## config.mk

```make
export PLATFORM = sky130hd
export DESIGN_NAME = exponent_scanner
export DESIGN_NICKNAME = d
export VERILOG_FILES = /design/src/rtl/fp_conv_pkg.sv /design/src/rtl/magnitude_converter.sv /design/src/rtl/exponent_scanner.sv
export SDC_FILE = /design/constraint.sdc
export NUM_CORES = 1
export LEC_CHECK = 0
export ABC_AREA = 1
export CAP_MARGIN = 25
export CORE_UTILIZATION = 45
export CTS_CLUSTER_SIZE = 20
export DETAILED_ROUTE_END_ITERATION = 16
export HOLD_SLACK_MARGIN = 0.02
export PLACE_DENSITY = 0.78
export SLEW_MARGIN = 20
export SYNTH_ARGS = -nofsm -noshare
export SYNTH_HDL_FRONTEND = slang
export SYNTH_SLANG_ARGS = --single-unit
export TNS_END_PERCENT = 5
```

## constraint.sdc

```tcl
create_clock -name clk -period 1.9 [get_ports clk]
set_clock_uncertainty 0.2 [all_clocks]
set_input_delay 0.38 -clock clk [delete_from_list [all_inputs] [get_ports clk]]
set_output_delay 0.38 -clock clk [all_outputs]
set_load 0.01 [all_outputs]
```

## src/rtl/fp_conv_pkg.sv

```systemverilog
// Shared widths, constants and FSM encoding for the 12-bit to 8-bit float converter.
package fp_conv_pkg;

    localparam int unsigned DATA_W = 12;
    localparam int unsigned EXP_W  = 3;

    localparam logic [EXP_W-1:0]  EXP_MAX = 3'd7;
    localparam logic [DATA_W-1:0] MAG_SAT = 12'h7FF;
    localparam logic [DATA_W-1:0] NEG_MIN = 12'h800;

    typedef enum logic [1:0] {
        IDLE,
        CONVERT,
        SCAN,
        DONE
    } state_t;

endpackage

```

## src/rtl/magnitude_converter.sv

```systemverilog
// Combinational two's-complement to sign/magnitude, with optional saturation of the most negative code.
module magnitude_converter
    import fp_conv_pkg::*;
#(
    parameter bit SAT_NEG = 1'b1
) (
    input  logic [DATA_W-1:0] i_data,
    output logic              o_sign_c,
    output logic [DATA_W-1:0] o_mag_c,
    output logic              o_sat_c,
    output logic              o_is_min_c
);

    always_comb begin
        o_sign_c   = i_data[DATA_W-1];
        o_is_min_c = (i_data == NEG_MIN);
        o_sat_c    = 1'b0;
        o_mag_c    = i_data;
        // -2048 has no positive 12-bit twin: clamp it, or pass 0x800 through unsigned
        if (o_is_min_c) begin
            if (SAT_NEG) begin
                o_mag_c = MAG_SAT;
                o_sat_c = 1'b1;
            end
        end else if (i_data[DATA_W-1]) begin
            o_mag_c = DATA_W'(~i_data + 1'b1);
        end
    end

endmodule

```

## src/rtl/exponent_scanner.sv

```systemverilog
// Captures a sample, converts it to sign/magnitude and finds the exponent by a
// serial leading-one scan, one bit per clock, presenting the result on valid/ready.
module exponent_scanner
    import fp_conv_pkg::*;
#(
    parameter bit SAT_NEG = 1'b1
) (
    input  logic              clk,
    input  logic              rst,
    input  logic [DATA_W-1:0] in_data,
    input  logic              in_valid,
    output logic              in_ready,
    output logic              out_sign,
    output logic [DATA_W-1:0] out_mag,
    output logic [EXP_W-1:0]  out_exp,
    output logic              out_sat,
    output logic              out_valid,
    input  logic              out_ready
);

    state_t              r_state;
    logic [DATA_W-1:0]   r_data;
    logic                r_sign;
    logic [DATA_W-1:0]   r_mag;
    logic                r_sat;
    logic [DATA_W-2:0]   r_shreg;
    logic [EXP_W-1:0]    r_cnt;
    logic                r_in_ready;
    logic                r_out_valid;
    logic                r_out_sign;
    logic [DATA_W-1:0]   r_out_mag;
    logic [EXP_W-1:0]    r_out_exp;
    logic                r_out_sat;

    state_t              w_state_nxt;
    logic [DATA_W-1:0]   w_data_nxt;
    logic                w_sign_nxt;
    logic [DATA_W-1:0]   w_mag_nxt;
    logic                w_sat_nxt;
    logic [DATA_W-2:0]   w_shreg_nxt;
    logic [EXP_W-1:0]    w_cnt_nxt;
    logic                w_in_ready_nxt;
    logic                w_out_valid_nxt;
    logic                w_out_sign_nxt;
    logic [DATA_W-1:0]   w_out_mag_nxt;
    logic [EXP_W-1:0]    w_out_exp_nxt;
    logic                w_out_sat_nxt;

    logic                w_cv_sign;
    logic [DATA_W-1:0]   w_cv_mag;
    logic                w_cv_sat;
    logic                w_cv_is_min;

    magnitude_converter #(
        .SAT_NEG    (SAT_NEG)
    ) u_mag_conv (
        .i_data     (r_data),
        .o_sign_c   (w_cv_sign),
        .o_mag_c    (w_cv_mag),
        .o_sat_c    (w_cv_sat),
        .o_is_min_c (w_cv_is_min)
    );

    // State register and datapath registers
    always_ff @(posedge clk) begin
        if (rst) begin
            r_state     <= IDLE;
            r_data      <= '0;
            r_sign      <= 1'b0;
            r_mag       <= '0;
            r_sat       <= 1'b0;
            r_shreg     <= '0;
            r_cnt       <= EXP_MAX;
            r_in_ready  <= 1'b1;
            r_out_valid <= 1'b0;
            r_out_sign  <= 1'b0;
            r_out_mag   <= '0;
            r_out_exp   <= '0;
            r_out_sat   <= 1'b0;
        end else begin
            r_state     <= w_state_nxt;
            r_data      <= w_data_nxt;
            r_sign      <= w_sign_nxt;
            r_mag       <= w_mag_nxt;
            r_sat       <= w_sat_nxt;
            r_shreg     <= w_shreg_nxt;
            r_cnt       <= w_cnt_nxt;
            r_in_ready  <= w_in_ready_nxt;
            r_out_valid <= w_out_valid_nxt;
            r_out_sign  <= w_out_sign_nxt;
            r_out_mag   <= w_out_mag_nxt;
            r_out_exp   <= w_out_exp_nxt;
            r_out_sat   <= w_out_sat_nxt;
        end
    end

    // Next-state and next-output logic
    always_comb begin
        w_state_nxt     = r_state;
        w_data_nxt      = r_data;
        w_sign_nxt      = r_sign;
        w_mag_nxt       = r_mag;
        w_sat_nxt       = r_sat;
        w_shreg_nxt     = r_shreg;
        w_cnt_nxt       = r_cnt;
        w_out_valid_nxt = r_out_valid;
        w_out_sign_nxt  = r_out_sign;
        w_out_mag_nxt   = r_out_mag;
        w_out_exp_nxt   = r_out_exp;
        w_out_sat_nxt   = r_out_sat;

        case (r_state)
            IDLE: begin
                if (in_valid) begin
                    w_data_nxt  = in_data;
                    w_state_nxt = CONVERT;
                end
            end
            CONVERT: begin
                w_sign_nxt  = w_cv_sign;
                w_mag_nxt   = w_cv_mag;
                w_sat_nxt   = w_cv_sat;
                w_shreg_nxt = w_cv_mag[DATA_W-2:0];
                w_cnt_nxt   = EXP_MAX;
                // Unsaturated 0x800 has its leading one at bit 11, outside the scan window
                if (!SAT_NEG && w_cv_is_min) begin
                    w_out_sign_nxt  = w_cv_sign;
                    w_out_mag_nxt   = w_cv_mag;
                    w_out_exp_nxt   = EXP_MAX;
                    w_out_sat_nxt   = 1'b0;
                    w_out_valid_nxt = 1'b1;
                    w_state_nxt     = DONE;
                end else begin
                    w_state_nxt = SCAN;
                end
            end
            SCAN: begin
                if (r_shreg[DATA_W-2] || (r_cnt == '0)) begin
                    w_out_sign_nxt  = r_sign;
                    w_out_mag_nxt   = r_mag;
                    w_out_exp_nxt   = r_cnt;
                    w_out_sat_nxt   = r_sat;
                    w_out_valid_nxt = 1'b1;
                    w_state_nxt     = DONE;
                end else begin
                    w_shreg_nxt = {r_shreg[DATA_W-3:0], 1'b0};
                    w_cnt_nxt   = r_cnt - EXP_W'(1);
                end
            end
            DONE: begin
                if (out_ready) begin
                    w_out_valid_nxt = 1'b0;
                    w_state_nxt     = IDLE;
                end
            end
            default: begin
                w_state_nxt = IDLE;
            end
        endcase

        w_in_ready_nxt = (w_state_nxt == IDLE);
    end

    assign in_ready  = r_in_ready;
    assign out_valid = r_out_valid;
    assign out_sign  = r_out_sign;
    assign out_mag   = r_out_mag;
    assign out_exp   = r_out_exp;
    assign out_sat   = r_out_sat;

endmodule

```

Word level (Yosys, flattened, before mapping)
Index checks and enable logic that the tools add are counted. Widths: inputs -> output; s select.

Equality and inequality tests: 7. Mux-type cells: 14. $add $sub $neg: 2. Bitwise logic cells: 1. Reduce and logical (&&, ||, !) cells: 10.

Operator list (number): $mux 12 (2); $pmux 11 s2 (1); $add 12x1->12 const B (1); $eq 12x12->1 const B (1); $not 12->12 (1); $mux 11 (1); $pmux 2 s4 (1); $mux 2 (3); $ne 2x2->1 const B (3); $pmux 3 s2 (1); $reduce_and 2->1 (3); $eq 2x2->1 const B (2); $logic_not 2->1 (2); $reduce_bool 2->1 (2); $logic_not 3->1 (1); $mux 1 (3); $mux 3 (1); $reduce_and 3->1 (1); $sub 3x1->3 const B (1); $eq 2x1->1 const B (1); $pmux 1 s2 (1); $logic_or 1x1->1 (1).

Register bits: 61. Input bits: 16. Word-level logic and storage cells: 47.

Logic depth before layout (Yosys ltp)
Gate-level depths: netlist of run 1.

Word-level depth: 5. Gate-level depth with buffers: 10.

Modules after synthesis
A second synthesis of run 1 with hierarchy kept.

Cell total of the unflattened synthesis: 402. Area, all modules: 2736.4 um2.

By module, submodules not included: exponent_scanner (instances 1, cells each 319, area each 2339.7 um2); magnitude_converter (instances 1, cells each 83, area each 396.6 um2).

Least setup slack after synthesis of run 1
No wires, ideal clock.

Path type: register -> register. From: register r_cnt[0]. To: register r_out_valid (netlist: out_valid). Setup time: 0.132 ns. Cell stages (with the launch flop): 9. Path slack: 0.160 ns. Period minus slack after synthesis: 1.740 ns. Arrival: 1.407 ns. Buffers on the path: 1. Cells stage by stage: dfxtp_1 inv_1 ha_1 ha_1 nor2_1 nor2_4 inv_1 clkbuf_1 a21oi_1.

Cells in the longest elaborated chain, start to end: 4.

Ends and longest elaborated chain: start, declared (RTL line exponent_scanner.sv:27) `logic [EXP_W-1:0] r_cnt;`; start signal, assigned (RTL line exponent_scanner.sv:87) `r_cnt <= w_cnt_nxt;`; $logic_not 3->1 (RTL line exponent_scanner.sv:138) `if (r_shreg[DATA_W-2] || (r_cnt == '0)) begin`; $logic_or 1x1->1 (RTL line exponent_scanner.sv:138); $ne 2x2->1 (no line); $reduce_and 3->1 (no line); end signal, assigned (RTL line exponent_scanner.sv:89) `r_out_valid <= w_out_valid_nxt;`; end, declared (RTL line exponent_scanner.sv:29) `logic r_out_valid;`.

Every way passes these cells. A chain may end at the register's enable or synchronous reset.

Worst setup path after layout of run 1
From: register r_cnt[0]. To: register r_shreg[3].

Cells in the longest elaborated chain, start to end: 4.

Ends and longest elaborated chain: $logic_not 3->1 (RTL line exponent_scanner.sv:138); $logic_or 1x1->1 (RTL line exponent_scanner.sv:138); $ne 2x2->1 (no line); $reduce_and 2->1 (no line); end signal, assigned (RTL line exponent_scanner.sv:86) `r_shreg <= w_shreg_nxt;`; end, declared (RTL line exponent_scanner.sv:26) `logic [DATA_W-2:0] r_shreg;`.

Every way passes these cells.

==> flow_summary.toml, run 1 <==
[floorplanning]
pin_count = 35
core_mm2 = 0.00551
design.die.area_mm2 = 0.00603
die_y_um = 77.6
fp.dieW_um = 77.6
rows = 27
start_util_pct = 46.7

[critical_path]
worstPathArrival_ns = 1.87
r2r_end = "r_shreg[3]$_SDFFE_PP0P_"
crit_required_ns = 1.96
startpoint_type = "flop"
cpMostUsedCell = "ha_1"
path_class = "flop to flop"
rr_startpoint = "r_cnt[0]$_SDFFE_PP1P_"
rrSetupSlack_ns = 0.09
critical_path.max_fanout = 21
path_cells = "inv_1 > ha_1 > ha_1 > nor3_4 > nor2_2 > inv_4 > o21ai_0 > a21oi_1"
reg2reg_depth = 8
worst-path-stages = 8
slowest_delay_ns = 0.32
crit_path_end_kind = "flop"
crit_buf_inv = 2
slowest_stage = "dfxtp_1"
crit_family = "adder cells"

[placement]
preCtsSetupSlack_ns = 0.0278
io_buffers = 34
gp_congestion = 0.875
dpl_cell_area_mm2 = 0.00304
dp_hpwl_mm = 3.89

[synth]
syn-cell-area_mm2 = 0.00257
synth_seq_cells = 61
netlist_instances = 339
synth_area_leaders = "dfxtp_1, o21ai_0, a21oi_1"
yosysSeqAreaShare_pct = 47.4
synth_top_area_share_pct = 47.4
ys_warn_count = 0
synth_top_cell_by_area = "dfxtp_1"
syn-num-nets = 358
syn_avg_cell_area_um2 = 7.59
synth_cell_type_count = 28

[drt]
postRouteAntennaNets = 0
dr.pass1.iters = 4
vias_per_cell = 5.07
num_vias = 2297
wirelength_mm = 5.62
drc = 0
drt_iter0_drc = 118
avgRoutedWirePerCell_um = 12.4

[clock_tree]
clock-root-buffer = "clkbuf_8"
ctsHoldBuffers = 0
cts_buffers = 9
cts_max_level = 3
post_cts_buffers = 0
clockBufferDepth = 2
clkTransAtPathRegs_ns = 0.07
clk_latency_ns = 0.34
cts_tree = "done"
cts_sinks = 61

[timing]
layout_min_cycle_time_ns = 1.81
worst_pin_slew_ns = 0.338
hold_viol = 0
slew_headroom_pct = 77.3
setup-violations-final = 0
finalCritPeriodShare_pct = 95.1
rsz0062_at_grt = "yes"
fin_ws_ns = 0.0926
max_freq_mhz = 553
slew_viol_final = 0

[grt]
grt_pass1_vias = 2161
grt_antenna_before_repair = 0
grtUsageTotal_pct = 20.7
grt_pass1_wl_mm = 9.65
grt_overflow = 0
grt_start_max_net_pins = 50

[pwr]
irDropWorstVdd_mv = 0.520
p_clk_share_pct = 37.2
comb_power_share_pct = 16.1
pwr-share-seq_pct = 46.7
p_switching_mw = 0.833
switching_share_pct = 27.4
power_leakage_nw = 1.42
p_int_mw = 2.21
powerDensity_mw_per_mm2 = 936

[worst_hold_path]
hold_class = "flop to flop"
whs_endpoint = "out_mag[2]$_SDFFE_PP0P_"
hold_depth = 2
min_from = "r_mag[2]$_SDFFE_PP0P_"

[status]
outcome = "complete, no violations"

[layout]
nets = 395
drive_above_1_share_pct = 9.97
final_common_cell = "dfxtp_1"
final_util_pct = 59.0
syn2layout_area_growth_pct = 26.2
postLayoutCellArea_mm2 = 0.00325
final_cell_mix = "dfxtp_1, o21ai_0, a21oi_1, nand2_1, nor2_1"
insertedDiodeCount = 0

[flow_run]
drv_cap = 0
[registers in the layout, indices dropped and copies added, names as in the netlist]
signal and flops:
out_sign 1, out_exp 3, in_ready 1, out_mag 12, out_sat 1, r_sign 1, r_data 12, r_state 2
r_sat 1, r_cnt 3, r_shreg 11, out_valid 1, r_mag 12
[kinds of logic after synthesis]
group,Yosys count,synth area share [%]
AO/OA/AOI/OAI,103,21.1
XOR/XNOR,3,1.02
adder cells (fa/ha/maj),3,1.46
buffers and inverters,56,8.85
flip-flops,61,47.4
AND/OR/NAND/NOR,113,20.1
[routing by layer]
layer	routed length, µm	share of wire, %	track usage (%)	vias up
li1	-	-	-	1194
met1	2630	47	24.8	1038
met2	2650	47	33.8	54
met3	242	4.3	5.18	11
met4	104	1.8	11.1	0
met5	0	0	0	-
[stage by stage]
stage	TNS [ns]	cells	hold WS (ns)	power, mW
2_1_floorplan	0	339	0.224	1.77
4_1_cts	0	453	0.258	3.05
3_5_place_dp	0	437	0.251	1.92
6_report	0	453	0.254	3.04
3_3_place_gp	0	437	0.241	1.91
5_1_grt	-0.0659	453	0.279	3.19
[power groups by stage]
stage | Clock, mW | Sequential [mW] | Combinational (mW)
after global routing | 1.21 | 1.43 | 0.553
after floorplan | 0 | 1.43 | 0.334
final | 1.13 | 1.42 | 0.490
after detailed placement | 0 | 1.44 | 0.479
after global placement | 0 | 1.44 | 0.466
after CTS | 1.16 | 1.42 | 0.482
[how the worst max path moves through the flow]
stage,startpoint,to,slack [ns]
finish,r_cnt[0]$_SDFFE_PP1P_,r_shreg[3]$_SDFFE_PP0P_,0.09
global route,r_cnt[0]$_SDFFE_PP1P_,r_shreg[3]$_SDFFE_PP0P_,-0.02
CTS,r_cnt[0]$_SDFFE_PP1P_,r_shreg[3]$_SDFFE_PP0P_,0.004
detailed placement,r_cnt[0]$_SDFFE_PP1P_,r_shreg[3]$_SDFFE_PP0P_,0.03
global placement,r_data[0]$_SDFFE_PP0P_,r_shreg[4]$_SDFFE_PP0P_,0.13
floorplan,r_cnt[0]$_SDFFE_PP1P_,out_valid$_SDFFE_PP0P_,0.16
[cells in the mapped netlist (all sizes together)]
library cell and count:
a21oi 40, a41oi 1, buf 8, clkbuf 11, dfxtp 61, ha 3
inv 37, nand2 40, nand3 17, nand3b 2, nand4 4, nor2 43
nor3 3, o211ai 6, o21ai 51, o22ai 3, o31ai 2, or2 4
xor2 3
[cell type report]
| type | instances | area [µm²] |
|---|---|---|
| clock buffers | 13 | 149 |
| clock inverters | 3 | 45.0 |
| fillers | 482 | 2260 |
| inverters | 37 | 141 |
| multi-input cells | 222 | 1140 |
| flip-flops and latches | 61 | 1220 |
| well taps | 72 | 90.1 |
| repair buffers | 45 | 464 |
[worst min-delay path: stages, from the launching register on]
cell	delay, ns
dfxtp_1	0.30
inv_1	0.06
a21oi_1	0.06
[repair_timing]
action / CTS / global route
setup endpoints to repair: 0 / 26
gates resized for setup: 0 / 11
endpoints found under the hold margin: 0 / 0
Note: power is estimated with default switching activity, not from simulation.
==> inputs of run 2 (changes only) <==
- CTS_BUF_LIST: not set -> sky130_fd_sc_hd__clkbuf_16
- SETUP_SLACK_MARGIN: not set -> 0.1
==> flow_summary.toml, run 2 (same netlist as run 1, synthesis figures left out) <==
[flow_run]
drv_cap = 0

[floorplanning]
start_util_pct = 46.7
pin_count = 35
rows = 27
design.die.area_mm2 = 0.00603
fp.dieW_um = 77.6
die_y_um = 77.6
core_mm2 = 0.00551

[drt]
postRouteAntennaNets = 0
wirelength_mm = 6.13
dr.pass1.iters = 4
drt_iter0_drc = 177
drc = 0
vias_per_cell = 5.19
avgRoutedWirePerCell_um = 13.3
num_vias = 2386

[critical_path]
crit_required_ns = 1.94
startpoint_type = "flop"
slowest_stage = "dfxtp_1"
slowest_delay_ns = 0.30
crit_buf_inv = 3
path_class = "flop to flop"
crit_start = "r_cnt[0]$_SDFFE_PP1P_"
path_cells = "inv_1 > ha_2 > ha_4 > nor3_4 > nor2_4 > clkinvlp_4 > buf_4 > a21oi_1"
crit_family = "buffers and inverters"
critical_path.max_fanout = 5
crit_path_end_kind = "flop"
worstPathArrival_ns = 1.83
rr_startpoint = "r_cnt[0]$_SDFFE_PP1P_"

[layout]
syn2layout_area_growth_pct = 32.8
final_cell_mix = "dfxtp_1, o21ai_0, a21oi_1"
fin_cells = 460
final_common_cell = "dfxtp_1"
drive_above_1_share_pct = 12.1
nets = 402
fillCellCount = 465
insertedDiodeCount = 0
final_util_pct = 62.1

[timing]
hold_viol = 0
worst_pin_slew_ns = 0.390
max_freq_mhz = 560
slew_headroom_pct = 73.9
slew_viol_final = 0
setup-violations-final = 0
layout_min_cycle_time_ns = 1.79
finalCritPeriodShare_pct = 94.0
rsz0062_at_grt = "yes"
fin_tns_setup_ns = 0

[clock_tree]
clock-root-buffer = "clkbuf_16"
cts_tree = "done"
clk_latency_ns = 0.32
cts_max_level = 3
cts_buffers = 9
ctsHoldBuffers = 0
clockBufferDepth = 2
cts_sinks = 61
clkTransAtPathRegs_ns = 0.05

[grt]
grt_overflow = 0
grt_pass1_wl_mm = 10.1
grtUsageTotal_pct = 21.5
grt_start_max_net_pins = 50
grt_pass1_vias = 2231
grt_antenna_before_repair = 0

[placement]
io_buffers = 34
dp_cells = 437
dp_hpwl_mm = 3.89
gp_congestion = 0.875

[pwr]
powerDensity_mw_per_mm2 = 1020
irDropWorstVdd_mv = 0.598
power_leakage_nw = 1.51

[status]
outcome = "complete, no violations"

[worst_hold_path]
min_from = "r_mag[2]$_SDFFE_PP0P_"
hold_class = "flop to flop"
## run 2: cell count changes in the layout (fill, tap and decap cells not counted), sizes merged
cell	before	now
clkinv	0	1
clkinvlp	2	3
nand3b	2	3
clkbuf	13	9
inv	37	40
buf	11	16
## run 2: power by group
part,internal (mW),switching (mW)
Sequential,1.37,0.0529
Clock,0.993,0.546
Combinational,0.218,0.319
## run 2: metal layers
layer	vias to the layer above	wire length (µm)	track usage, %
li1	1215	-	-
met4	0	193	12.3
met5	-	0	0
met2	63	2910	34.8
met1	1086	2760	26.6
met3	22	261	4.35
## run 2: tightest hold or removal path, stage by stage (launching register included)
cell,delay (ns)
dfxtp_1,0.29
inv_1,0.06
a21oi_1,0.06
## run 2: worst paths after layout
kind,depth (start not counted),end,slack [ns]
min reg2reg,2,out_mag[2]$_SDFFE_PP0P_,0.25
max,8,r_shreg[3]$_SDFFE_PP0P_,0.11
min,2,out_mag[2]$_SDFFE_PP0P_,0.25
max reg2reg,8,r_shreg[3]$_SDFFE_PP0P_,0.11
## run 2: final cells by class
class                   count  area [µm²]  share of cell area (%)
repair inverters            1        7.51                   0.220
well taps                  72        90.1                    2.64
clock buffers               9         225                    6.59
multi-input cells         223        1170                    34.3
repair buffers             50         502                    14.7
inverters                  37         141                    4.14
flip-flops and latches     61        1220                    35.7
clock inverters             7        60.1                    1.76
## run 2: stage by stage
| step | total power, mW | area (µm²) | setup slack, ns | hold slack, ns |
|---|---|---|---|---|
| 5_1_grt | 3.63 | 3420 | 0.0473 | 0.275 |
| 3_3_place_gp | 1.91 | 3040 | 0.126 | 0.241 |
| 4_1_cts | 3.48 | 3350 | 0.0334 | 0.257 |
| 6_report | 3.50 | 3420 | 0.113 | 0.254 |
| 3_5_place_dp | 1.92 | 3040 | 0.0278 | 0.251 |
| 2_1_floorplan | 1.77 | 2570 | 0.160 | 0.224 |
## run 2: what timing repair did
action                     4_1_cts  5_1_grt
setup endpoints to repair       19       48
cloned                           1        1
resized for setup                2       16
buffers inserted                 3        2
pin swaps                        0        2
==> inputs of run 3 (changes only) <==
- CELL_PAD_IN_SITES_DETAIL_PLACEMENT: not set -> 0
- CELL_PAD_IN_SITES_GLOBAL_PLACEMENT: not set -> 1
- CORE_UTILIZATION: 45 -> 39
- CTS_CLUSTER_SIZE: 20 -> 25
- PLACE_DENSITY: 0.78 -> 0.88
==> flow_summary.toml, run 3 (same netlist as run 1, synthesis figures left out) <==
[drt]
drt_iter0_drc = 135
avgRoutedWirePerCell_um = 13.5
dr.pass1.iters = 5
postRouteAntennaNets = 0
drc = 0
wirelength_mm = 6.34
num_vias = 2433
vias_per_cell = 5.20

[critical_path]
slowest_delay_ns = 0.54
rrSetupSlack_ns = 0.16
startpoint_type = "flop"
path_class = "flop to output port"
slowest_stage = "clkdlybuf4s50_1"
crit_path_end_kind = "output port"
crit_family = "buffers and inverters"
crit_required_ns = 1.32
worstPathArrival_ns = 1.21
critical_path.max_fanout = 2
crit_buf_inv = 1
path_cells = "clkdlybuf4s50_1"

[timing]
slew_headroom_pct = 75.8
fin_tns_setup_ns = 0
worst_pin_slew_ns = 0.362
hold_viol = 0
slew_viol_final = 0
fin_ws_ns = 0.115
layout_min_cycle_time_ns = 1.79
finalCritPeriodShare_pct = 94.0
setup-violations-final = 0
rsz0062_at_grt = "yes"
max_freq_mhz = 560
fin_hold_ws_ns = 0.246

[layout]
final_cell_mix = "dfxtp_1, o21ai_0, a21oi_1"
syn2layout_area_growth_pct = 34.3
multiInputGateArea_mm2 = 0.00118
register_area_mm2 = 0.00122
drive_above_1_share_pct = 14.3
final_common_cell = "dfxtp_1"
nets = 406
fin_cells = 468
fillCellCount = 609
insertedDiodeCount = 0

[clock_tree]
cts_tree = "done"
clkTransAtPathRegs_ns = 0.05
clockBufferDepth = 2
clock-root-buffer = "clkbuf_16"
cts_buffers = 9
cts_sinks = 61
ctsHoldBuffers = 0
clk_latency_ns = 0.33
cts_max_level = 3

[floorplanning]
rows = 29
pin_count = 35
fp.dieW_um = 83.2
start_util_pct = 40.5
design.die.area_mm2 = 0.00693
die_y_um = 83.2
core_mm2 = 0.00635

[worst_hold_path]
hold_class = "flop to flop"

[placement]
dp_hpwl_mm = 4.01
io_buffers = 34
gp_congestion = 0.812
preCtsSetupSlack_ns = 0.0751
dp_cells = 444

[pwr]
p_int_mw = 2.59
powerDensity_mw_per_mm2 = 1020
irDropWorstVdd_mv = 0.606
p_switching_mw = 0.929
power_mw = 3.52
power_leakage_nw = 1.53
p_clk_share_pct = 44.1
pwr-share-seq_pct = 40.4
comb_power_share_pct = 15.5
switching_share_pct = 26.4

[grt]
grt_pass1_wl_mm = 10.3
grt_pass1_vias = 2225
grt_start_max_net_pins = 50
grt_overflow = 0
grtUsageTotal_pct = 18.8
grt_antenna_before_repair = 0

[flow_run]
drv_cap = 0

[status]
outcome = "complete, no violations"
[run 3: cell count changes in the layout (fill, tap and decap cells not counted), moves of 2 or more]
cell,change
buf_4,+5
o21ai_0,+4
o21ai_1,-4
inv_1,-3
clkinv_2,+2
clkinvlp_4,-2
[run 3: final timing paths]
kind                                   to  cells after the start               startpoint
setup reg to reg    r_cnt[1]$_SDFFE_PP1P_                      8    r_cnt[1]$_SDFFE_PP1P_
setup / recovery               out_exp[1]                      1  out_exp[1]$_SDFFE_PP0P_
hold reg to reg   out_mag[1]$_SDFFE_PP0P_                      2    r_mag[1]$_SDFFE_PP0P_
hold / removal    out_mag[1]$_SDFFE_PP0P_                      2    r_mag[1]$_SDFFE_PP0P_
[run 3: cell type report]
type	count	share of cell area, %
clock buffer	9	6.51
clock inverter	6	1.63
inverter	37	4.09
multi-input combinational	223	34.2
sequential	61	35.3
tap	77	2.79
timing repair buffer	54	15.3
timing repair inverter	1	0.217
[run 3: metal layers]
layer | wire (µm) | vias up | global-route usage (%)
met5 | 0 | - | 0
met4 | 154 | 0 | 9.72
met3 | 226 | 14 | 3.88
met2 | 3010 | 65 | 30.7
met1 | 2950 | 1129 | 23.4
li1 | - | 1225 | -
[run 3: power groups by stage]
stage	Clock (mW)	Combinational, mW	Sequential (mW)
floorplan	0	0.334	1.43
global placement	0	0.482	1.44
detailed placement	0	0.490	1.44
CTS	1.58	0.514	1.42
global route	1.63	0.609	1.43
finish	1.55	0.546	1.42
[run 3: per-stage QoR]
step                      cell area (µm²)  util, %
after global routing                 3460     54.4
after detailed placement             3060     48.1
after global placement               3060     48.1
after floorplan                      2570        -
after CTS                            3370     53.1
final                                3460     54.4
[run 3: what timing repair did]
| action | 4_1_cts | 5_1_grt |
|---|---|---|
| endpoints found under the setup margin | 24 | 41 |
| pin swaps | 0 | 2 |
| gates cloned | 1 | 1 |
| resized for setup | 2 | 15 |
| buffers inserted | 3 | 4 |
